`src/rtl/cel_cfg_loader.sv`:
```
// cel_cfg_loader: assembles a serial config frame, checks header/parity, atomically commits cel ctr words
module cel_cfg_loader #(
  parameter int NCEL = 4,
  parameter int CW   = 31,
  parameter int TMO  = 255
) (
  input  logic                 clk,
  input  logic                 rst_n,
  input  logic                 start,
  input  logic                 sdi,
  input  logic                 sdi_vld,
  output logic                 busy,
  output logic                 done,
  output logic                 err,
  output logic [1:0]           err_code,
  output logic [NCEL*CW-1:0]   ctr_bus
);
  localparam int PW = NCEL * CW;
  localparam int BW = $clog2(PW + 1);
  localparam int IW = $clog2(TMO + 1);
  localparam logic [BW-1:0] HLAST = BW'(7);
  localparam logic [BW-1:0] PLAST = BW'(PW - 1);
  localparam logic [IW-1:0] ILIM  = IW'(TMO);
  typedef enum logic [1:0] {S_IDLE, S_HDR, S_PAY, S_PAR} state_t;
  state_t          r_state, w_state;
  logic [7:0]      r_hdr;
  logic [PW-1:0]   r_shadow, r_ctr;
  logic            r_par, r_done, r_err;
  logic [1:0]      r_code, w_code;
  logic [BW-1:0]   r_bcnt;
  logic [IW-1:0]   r_icnt, w_icnt_inc;
  logic            w_acc, w_tmo, w_commit, w_done, w_err;
  assign busy       = (r_state != S_IDLE);
  assign done       = r_done;
  assign err        = r_err;
  assign err_code   = r_code;
  assign ctr_bus    = r_ctr;
  assign w_acc      = sdi_vld && busy;
  assign w_icnt_inc = (r_icnt == ILIM) ? r_icnt : r_icnt + 1'b1;
  assign w_tmo      = busy && !sdi_vld && (w_icnt_inc == ILIM);
  assign w_commit   = (r_state == S_PAR) && w_acc && !(r_par ^ sdi);
  // next state, result pulses and rejection code
  always_comb begin
    w_state = r_state;
    w_done  = 1'b0;
    w_err   = 1'b0;
    w_code  = r_code;
    if (r_state == S_IDLE) begin
      if (start) begin
        w_state = S_HDR;
        w_code  = 2'd0;
      end
    end else if (w_tmo) begin
      w_state = S_IDLE;
      w_err   = 1'b1;
      w_code  = 2'd3;
    end else if (w_acc) begin
      case (r_state)
        S_HDR: if (r_bcnt == HLAST) begin
          w_state = ({r_hdr[6:0], sdi} == 8'hA5) ? S_PAY : S_IDLE;
          w_err   = ({r_hdr[6:0], sdi} != 8'hA5);
          w_code  = ({r_hdr[6:0], sdi} != 8'hA5) ? 2'd1 : r_code;
        end
        S_PAY: w_state = (r_bcnt == PLAST) ? S_PAR : S_PAY;
        S_PAR: begin
          w_state = S_IDLE;
          w_done  = w_commit;
          w_err   = !w_commit;
          w_code  = w_commit ? r_code : 2'd2;
        end
        default: w_state = S_IDLE;
      endcase
    end
  end
  // state register and registered status outputs
  always_ff @(posedge clk) begin
    if (!rst_n) begin
      r_state <= S_IDLE;
      r_done  <= 1'b0;
      r_err   <= 1'b0;
      r_code  <= 2'd0;
    end else begin
      r_state <= w_state;
      r_done  <= w_done;
      r_err   <= w_err;
      r_code  <= w_code;
    end
  end
  // frame datapath: counters, header/shadow shifters, running parity and committed config
  always_ff @(posedge clk) begin
    if (!rst_n) begin
      r_bcnt   <= '0;
      r_icnt   <= '0;
      r_hdr    <= '0;
      r_shadow <= '0;
      r_par    <= 1'b0;
      r_ctr    <= '0;
    end else begin
      r_bcnt   <= (!busy || (w_acc && r_state == S_HDR && r_bcnt == HLAST)) ? '0 : w_acc ? r_bcnt + 1'b1 : r_bcnt;
      r_icnt   <= (!busy || sdi_vld) ? '0 : w_icnt_inc;
      r_hdr    <= (r_state == S_HDR && w_acc) ? {r_hdr[6:0], sdi} : r_hdr;
      r_shadow <= (r_state == S_PAY && w_acc) ? {r_shadow[PW-2:0], sdi} : r_shadow;
      r_par    <= !busy ? 1'b0 : (r_state == S_PAY && w_acc) ? r_par ^ sdi : r_par;
      r_ctr    <= w_commit ? r_shadow : r_ctr;
    end
  end
endmodule
```
`config.mk`:
```
export PLATFORM = sky130hd
export DESIGN_NAME = cel_cfg_loader
export DESIGN_NICKNAME = d
export VERILOG_FILES = /design/src/rtl/cel_cfg_loader.sv
export SDC_FILE = /design/constraint.sdc
export NUM_CORES = 1
export LEC_CHECK = 0
export BUFFER_PORTS_ARGS = -buffer_cell sky130_fd_sc_hd__buf_2
export CAP_MARGIN = 25
export CORE_ASPECT_RATIO = 0.9
export CORE_MARGIN = 4
export CORE_UTILIZATION = 30
export CTS_BUF_LIST = sky130_fd_sc_hd__clkbuf_2 sky130_fd_sc_hd__clkbuf_4 sky130_fd_sc_hd__clkbuf_8
export DETAILED_ROUTE_END_ITERATION = 10
export RECOVER_POWER = 50
export SYNTH_ARGS = -nofsm -noshare
export SYNTH_HDL_FRONTEND = slang
export SYNTH_SLANG_ARGS = --single-unit
```
`constraint.sdc`:
```
create_clock -name clk -period 6.15 [get_ports clk]
set_clock_uncertainty 0.2 [all_clocks]
set_input_delay 1.23 -clock clk [delete_from_list [all_inputs] [get_ports clk]]
set_output_delay 1.23 -clock clk [all_outputs]
set_load 0.005 [all_outputs]
```
==> impl_metrics.json, run 1 <==
{
  "synth_top_area_share_pct": 52.3,
  "status": "finished, violations left",
  "clk_pin_slew_worst_paths_ns": 0.06,
  "via_count": 8340,
  "holdCritPathClass": "reg -> reg",
  "grt_pass1_wl_mm": 39.4,
  "worstPathMaxFanout": 135,
  "post-route-period-util_pct": 65.0,
  "ant_nets": 0,
  "grt_max_degree": 171,
  "antenna_found_initial": 0,
  "syn_area_um2": 10600,
  "final_cell_mix": "nand2_1, dfxtp_1, a21boi_0",
  "synthToLayoutAreaGrowth_pct": 18.2,
  "hold_buffers": 0,
  "die_y_um": 186,
  "synth_edf_count": 0,
  "avgSynthCellArea_um2": 8.48,
  "violations": "max-capacitance violations, max-slew violations",
  "postSynthCellCount": 1250,
  "cts_repair_resize_count": 0,
  "routed_wl_mm": 23.5,
  "ys_ff_latch": 277,
  "synth_fp_nets": 1261,
  "die_area_um2": 38400,
  "power_mw": 3.67,
  "slew_viol_final": 136,
  "worstSetupPathType": "in -> reg",
  "avgViaCountPerCell": 4.49,
  "yosys_most_used_dff": "dfxtp_1",
  "gp_congestion": 0.792,
  "groute.usage.overall_pct": 11.9,
  "drv_cap": 1,
  "num_rows": 65,
  "start_kind": "input port",
  "synthTopCellsByArea": "dfxtp_1, nand2_1, a21boi_0",
  "worstMarginPinSlew_ns": 2.18,
  "overflow": 0,
  "maxSlewHeadroom_pct": -45.6,
  "start_util_pct": 30.3,
  "max_freq_mhz": 250,
  "cts.sinks": 277,
  "coreArea_um2": 35000,
  "clock_path_buffers": 3,
  "cts-root-buf": "clkbuf_8",
  "hold_viol_final": 0,
  "tritoncts": "yes",
  "dp_hpwl_mm": 13.9,
  "drt_iter0_markers": 468,
  "ys_types": 43,
  "synthArstFlopShare_pct": 0,
  "crit_arrival_ns": 4.25,
  "drc": 0,
  "synth_seq_area_share_pct": 52.3,
  "die_x_um": 206,
  "portBuffers": 133,
  "layout_commonest_cell": "nand2_1",
  "cts_made_buffers": 48,
  "num-nets-final": 1362,
  "antenna_cells": 0,
  "dr.pass1.iters": 4,
  "synth_largest_area_cell": "dfxtp_1",
  "clkLatencyLatePin_ns": 0.54,
  "power_density_nw_per_um2": 293,
  "htreeDepth": 2,
  "post_drt_wl_per_cell_um": 12.7,
  "cts_setup_buffers": 0,
  "critical_path_required_ns": 6.40,
  "setup_violations": 0,
  "io_pins": 134,
  "rsz0062_at_grt": "false",
  "tns_ns": 0,
  "ir_worst_vdd_v": 0.000107,
  "leakage_nw": 4.31,
  "ys.warnings.count": 0,
  "drive_gt1_share_pct": 12.5,
  "cp-end-kind": "register",
  "grt_pass1_vias": 7991,
  "period_needed_ns": 4.00
}
==> layer usage <==
| layer | track usage (%) | routed length, um | up-vias |
|---|---|---|---|
| met4 | 3.92 | 553 | 0 |
| met2 | 19.6 | 10600 | 133 |
| met1 | 15.4 | 11200 | 3891 |
| li1 | - | - | 4272 |
| met3 | 2.94 | 1270 | 44 |
| met5 | 0 | 0 | - |
==> Yosys cell counts, types with 2 or more instances <==
library cell,n
nand2_1,509
dfxtp_1,277
a21boi_0,203
clkbuf_1,52
a21boi_1,45
buf_2,35
nor2_1,18
mux2i_1,10
nand3_1,10
nor2b_1,8
a21oi_1,6
ha_1,6
nand4_1,6
xor2_1,6
inv_1,5
and2_1,4
o21ai_1,4
xnor2_1,4
and4_1,3
buf_4,3
o21a_1,3
o21ai_0,3
a211oi_1,2
a31o_2,2
a31oi_1,2
and3_1,2
nand4b_1,2
nor4bb_1,2
o211ai_1,2
or2_2,2
or3_1,2
==> through the flow <==
stage                     hold WS (ns)  instances  worst slack (ns)  util [%]  area, um2
after global placement           0.238       1768              2.33      33.0      11500
after global routing             0.268       1857              1.82      35.8      12500
after CTS                        0.249       1856              2.85      36.1      12600
after floorplan                  0.241       1250              3.36         -      10600
after detailed placement         0.242       1769              2.28      33.1      11600
final                            0.252       1857              2.15      35.8      12500
==> cell families after synthesis <==
| logic type | Yosys count | synth area share, % |
|---|---|---|
| flops | 277 | 52.3 |
| fa+ha+maj | 6 | 0.708 |
| simple gates | 575 | 21.9 |
| buf+inv | 95 | 3.88 |
| xor+xnor | 10 | 0.826 |
| compound gates | 276 | 19.4 |
| mux | 11 | 1.05 |
==> power breakdown <==
part | switching, mW | total [mW] | internal, mW
clock network | 0.734 | 1.79 | 1.05
registers | 0.00336 | 1.80 | 1.80
logic | 0.0449 | 0.0837 | 0.0387
==> final cells by class <==
| cell class | instances | area (um2) |
|---|---|---|
| inverter | 5 | 18.8 |
| sequential | 277 | 5550 |
| clock buffer | 75 | 938 |
| fill | 3685 | 22400 |
| multi-input combinational | 878 | 4650 |
| tap | 469 | 587 |
| timing repair buffer | 141 | 668 |
| clock inverter | 12 | 114 |
==> worst max-delay path, stage by stage <==
cell and delay, ns:
buf_6 0.20, clkbuf_2 1.54, buf_4 0.82, a21boi_0 0.26
==> sequential cells by signal (all words and copies together) (netlist names), 2 cells and up <==
| name | flops |
|---|---|
| ctr_bus | 124 |
| err_code | 2 |
| r_bcnt | 7 |
| r_hdr | 7 |
| r_icnt | 8 |
| r_shadow | 124 |
| r_state | 2 |
==> worst paths after layout <==
kind | depth (start not counted) | slack [ns] | startpoint | to
worst min-delay path | 2 | 0.25 | ctr_bus[114]$_SDFFE_PN0P_ | ctr_bus[114]$_SDFFE_PN0P_
worst max register to register | 8 | 2.54 | r_state[0]$_SDFFE_PN0P_ | ctr_bus[16]$_SDFFE_PN0P_
worst min register to register | 2 | 0.25 | ctr_bus[114]$_SDFFE_PN0P_ | ctr_bus[114]$_SDFFE_PN0P_
worst max-delay path | 4 | 2.15 | rst_n | ctr_bus[16]$_SDFFE_PN0P_
Note: power is estimated with default switching activity, not from simulation.
==> run 2, diff against run 1 <==
==> constraint.sdc (replaced) <==
create_clock -name clk -period 3.4 [get_ports clk]
set_clock_uncertainty 0.2 [all_clocks]
set_input_delay 0.68 -clock clk [delete_from_list [all_inputs] [get_ports clk]]
set_output_delay 0.68 -clock clk [all_outputs]
set_load 0.005 [all_outputs]
==> run 2 against run 1 <==
Effect of this change:
- the flow now finishes without violations
- register-to-register slack worse by 1.9 ns
- count of clock-buffer cells in the layout decreased by 2
- largest cell class unchanged
- first-iteration DRC count decreased by 17%
- critical endpoint is now ctr_bus[27]$_SDFFE_PN0P_
- combinational power rose by 82%
- cell count fell by 0.11%
- die area is the same
- global-route usage is 0.16 points higher
- wire length fell by 0.38%
==> impl_metrics.json, run 2 (same netlist as run 1, synthesis figures left out) <==
{
  "start_kind": "register",
  "htreeDepth": 2,
  "holdWs_ns": 0.240,
  "portBuffers": 133,
  "path_cells": "inv_1, ha_1, nor2b_1, buf_4, and3_2, buf_12, nand2_1, a21boi_0",
  "tritoncts": "yes",
  "via_count": 8216,
  "die_x_um": 206,
  "num-nets-final": 1367,
  "power_density_nw_per_um2": 508,
  "crit_arrival_ns": 3.04,
  "post_drt_wl_per_cell_um": 12.6,
  "drc": 0,
  "maxSlewHeadroom_pct": 43.7,
  "synthToLayoutAreaGrowth_pct": 18.3,
  "fillers": 3716,
  "routed_wl_mm": 23.5,
  "period_needed_ns": 2.77,
  "start_util_pct": 30.3,
  "ant_nets": 0,
  "post-route-period-util_pct": 81.4,
  "power_mw": 6.37,
  "hold_viol_final": 0,
  "grt_util_met2_pct": 19.4,
  "rr_worst_depth": 8,
  "slew_viol_final": 0,
  "r2r-start": "r_state[0]$_SDFFE_PN0P_",
  "critical_path_required_ns": 3.68,
  "whs_path_depth": 3,
  "dr.pass1.iters": 4,
  "antenna_cells": 0,
  "status": "finished, final reports clean",
  "r2r_slack_ns": 0.63,
  "die_y_um": 186,
  "overflow": 0,
  "drive_gt1_share_pct": 12.6,
  "utilization_pct": 35.8,
  "cts.sinks": 277,
  "tns_ns": 0,
  "clock_path_buffers": 3,
  "cts_repair_resize_count": 0,
  "cts_made_buffers": 48,
  "grt_max_degree": 112,
  "fin_area_um2": 12500,
  "antenna_found_initial": 1,
  "grt_pass1_wl_mm": 39.7,
  "hold_end": "r_hdr[0]$_SDFFE_PN0P_",
  "leakage_nw": 4.31,
  "cts_setup_buffers": 0,
  "busiest_layer": "met2",
  "io_pins": 134,
  "drv_cap": 0,
  "coreArea_um2": 35000,
  "slowest_stage": "and3_2",
  "cp-end-kind": "register",
  "worstSetupPathType": "reg -> reg",
  "layout_commonest_cell": "nand2_1",
  "worstMarginPinSlew_ns": 0.845,
  "grt_pass1_vias": 7996,
  "postPlaceCellArea_um2": 11700,
  "holdCritPathClass": "in -> reg",
  "final_cell_mix": "nand2_1, dfxtp_1, a21boi_0",
  "worstPathMaxFanout": 49,
  "dp_hpwl_mm": 14.3,
  "ir_worst_vdd_v": 0.000208,
  "min_from": "sdi",
  "avgViaCountPerCell": 4.43,
  "timing.rr.end": "ctr_bus[27]$_SDFFE_PN0P_",
  "met3_usage_pct": 2.88,
  "rsz0062_at_grt": "false",
  "num_rows": 65,
  "die_area_um2": 38400,
  "drt_iter0_markers": 389,
  "max_freq_mhz": 361,
  "gp_congestion": 0.738,
  "clk_pin_slew_worst_paths_ns": 0.06,
  "clkLatencyLatePin_ns": 0.56,
  "setup_violations": 0,
  "globalRouteMet1Util_pct": 16.0,
  "groute.usage.overall_pct": 12.1,
  "cts-root-buf": "clkbuf_8",
  "hold_buffers": 0,
  "max_stage_delay_ns": 0.77
}
## run 2: cell count changes in the layout (fill, tap and decap cells not counted), sizes merged
cell      change
buf          +10
clkinvlp      +2
clkbuf        -7
bufinv        -2
clkinv        -5
## run 2: report_power, final
group	switching (mW)	internal, mW
Combinational	0.0820	0.0699
Clock	1.30	1.66
Sequential	0.00632	3.25
Total	1.39	4.98
## run 2: stage by stage
stage	std cells	setup WS (ns)
2_1_floorplan	1250	1.16
3_3_place_gp	1775	0.740
3_5_place_dp	1775	0.702
4_1_cts	1855	0.806
5_1_grt	1855	0.348
6_report	1855	0.633
## run 2: worst max-delay path by stage
stage / from / cells past startpoint / slack, ns / to
global placement: sdi_vld / 7 / 0.74 / ctr_bus[45]$_SDFFE_PN0P_
detailed placement: sdi_vld / 7 / 0.70 / ctr_bus[27]$_SDFFE_PN0P_
global route: r_state[0]$_SDFFE_PN0P_ / 8 / 0.35 / ctr_bus[49]$_SDFFE_PN0P_
finish: r_state[0]$_SDFFE_PN0P_ / 8 / 0.63 / ctr_bus[27]$_SDFFE_PN0P_
CTS: r_state[0]$_SDFFE_PN0P_ / 8 / 0.81 / ctr_bus[49]$_SDFFE_PN0P_
floorplan: sdi_vld / 7 / 1.16 / r_state[0]$_SDFFE_PN0P_
## run 2: per-layer routing
layer,share of wire (%),wire length [um]
met5,0.030,7
met4,2.5,578
met3,5.1,1200
met2,44,10400
met1,48,11300
## run 2: area by class of cell
cell class              count  area [um2]  area share, %
flip-flops and latches    277        5550           44.2
multi-input cells         878        4640           37.0
clock buffers              73         892           7.12
repair buffers            146         808           6.45
well taps                 469         587           4.68
clock inverters             7        40.0          0.319
inverters                   5        18.8          0.150
## run 2: worst max-delay path: cells and delay by family (launching register included)
kind | cells | cell delay (ns)
and+or+nand+nor | 3 | 0.98
buffers and inverters | 3 | 0.65
adders and majority gates | 1 | 0.26
AOI/OAI and AO/OA | 1 | 0.17
DFF | 1 | 0.38
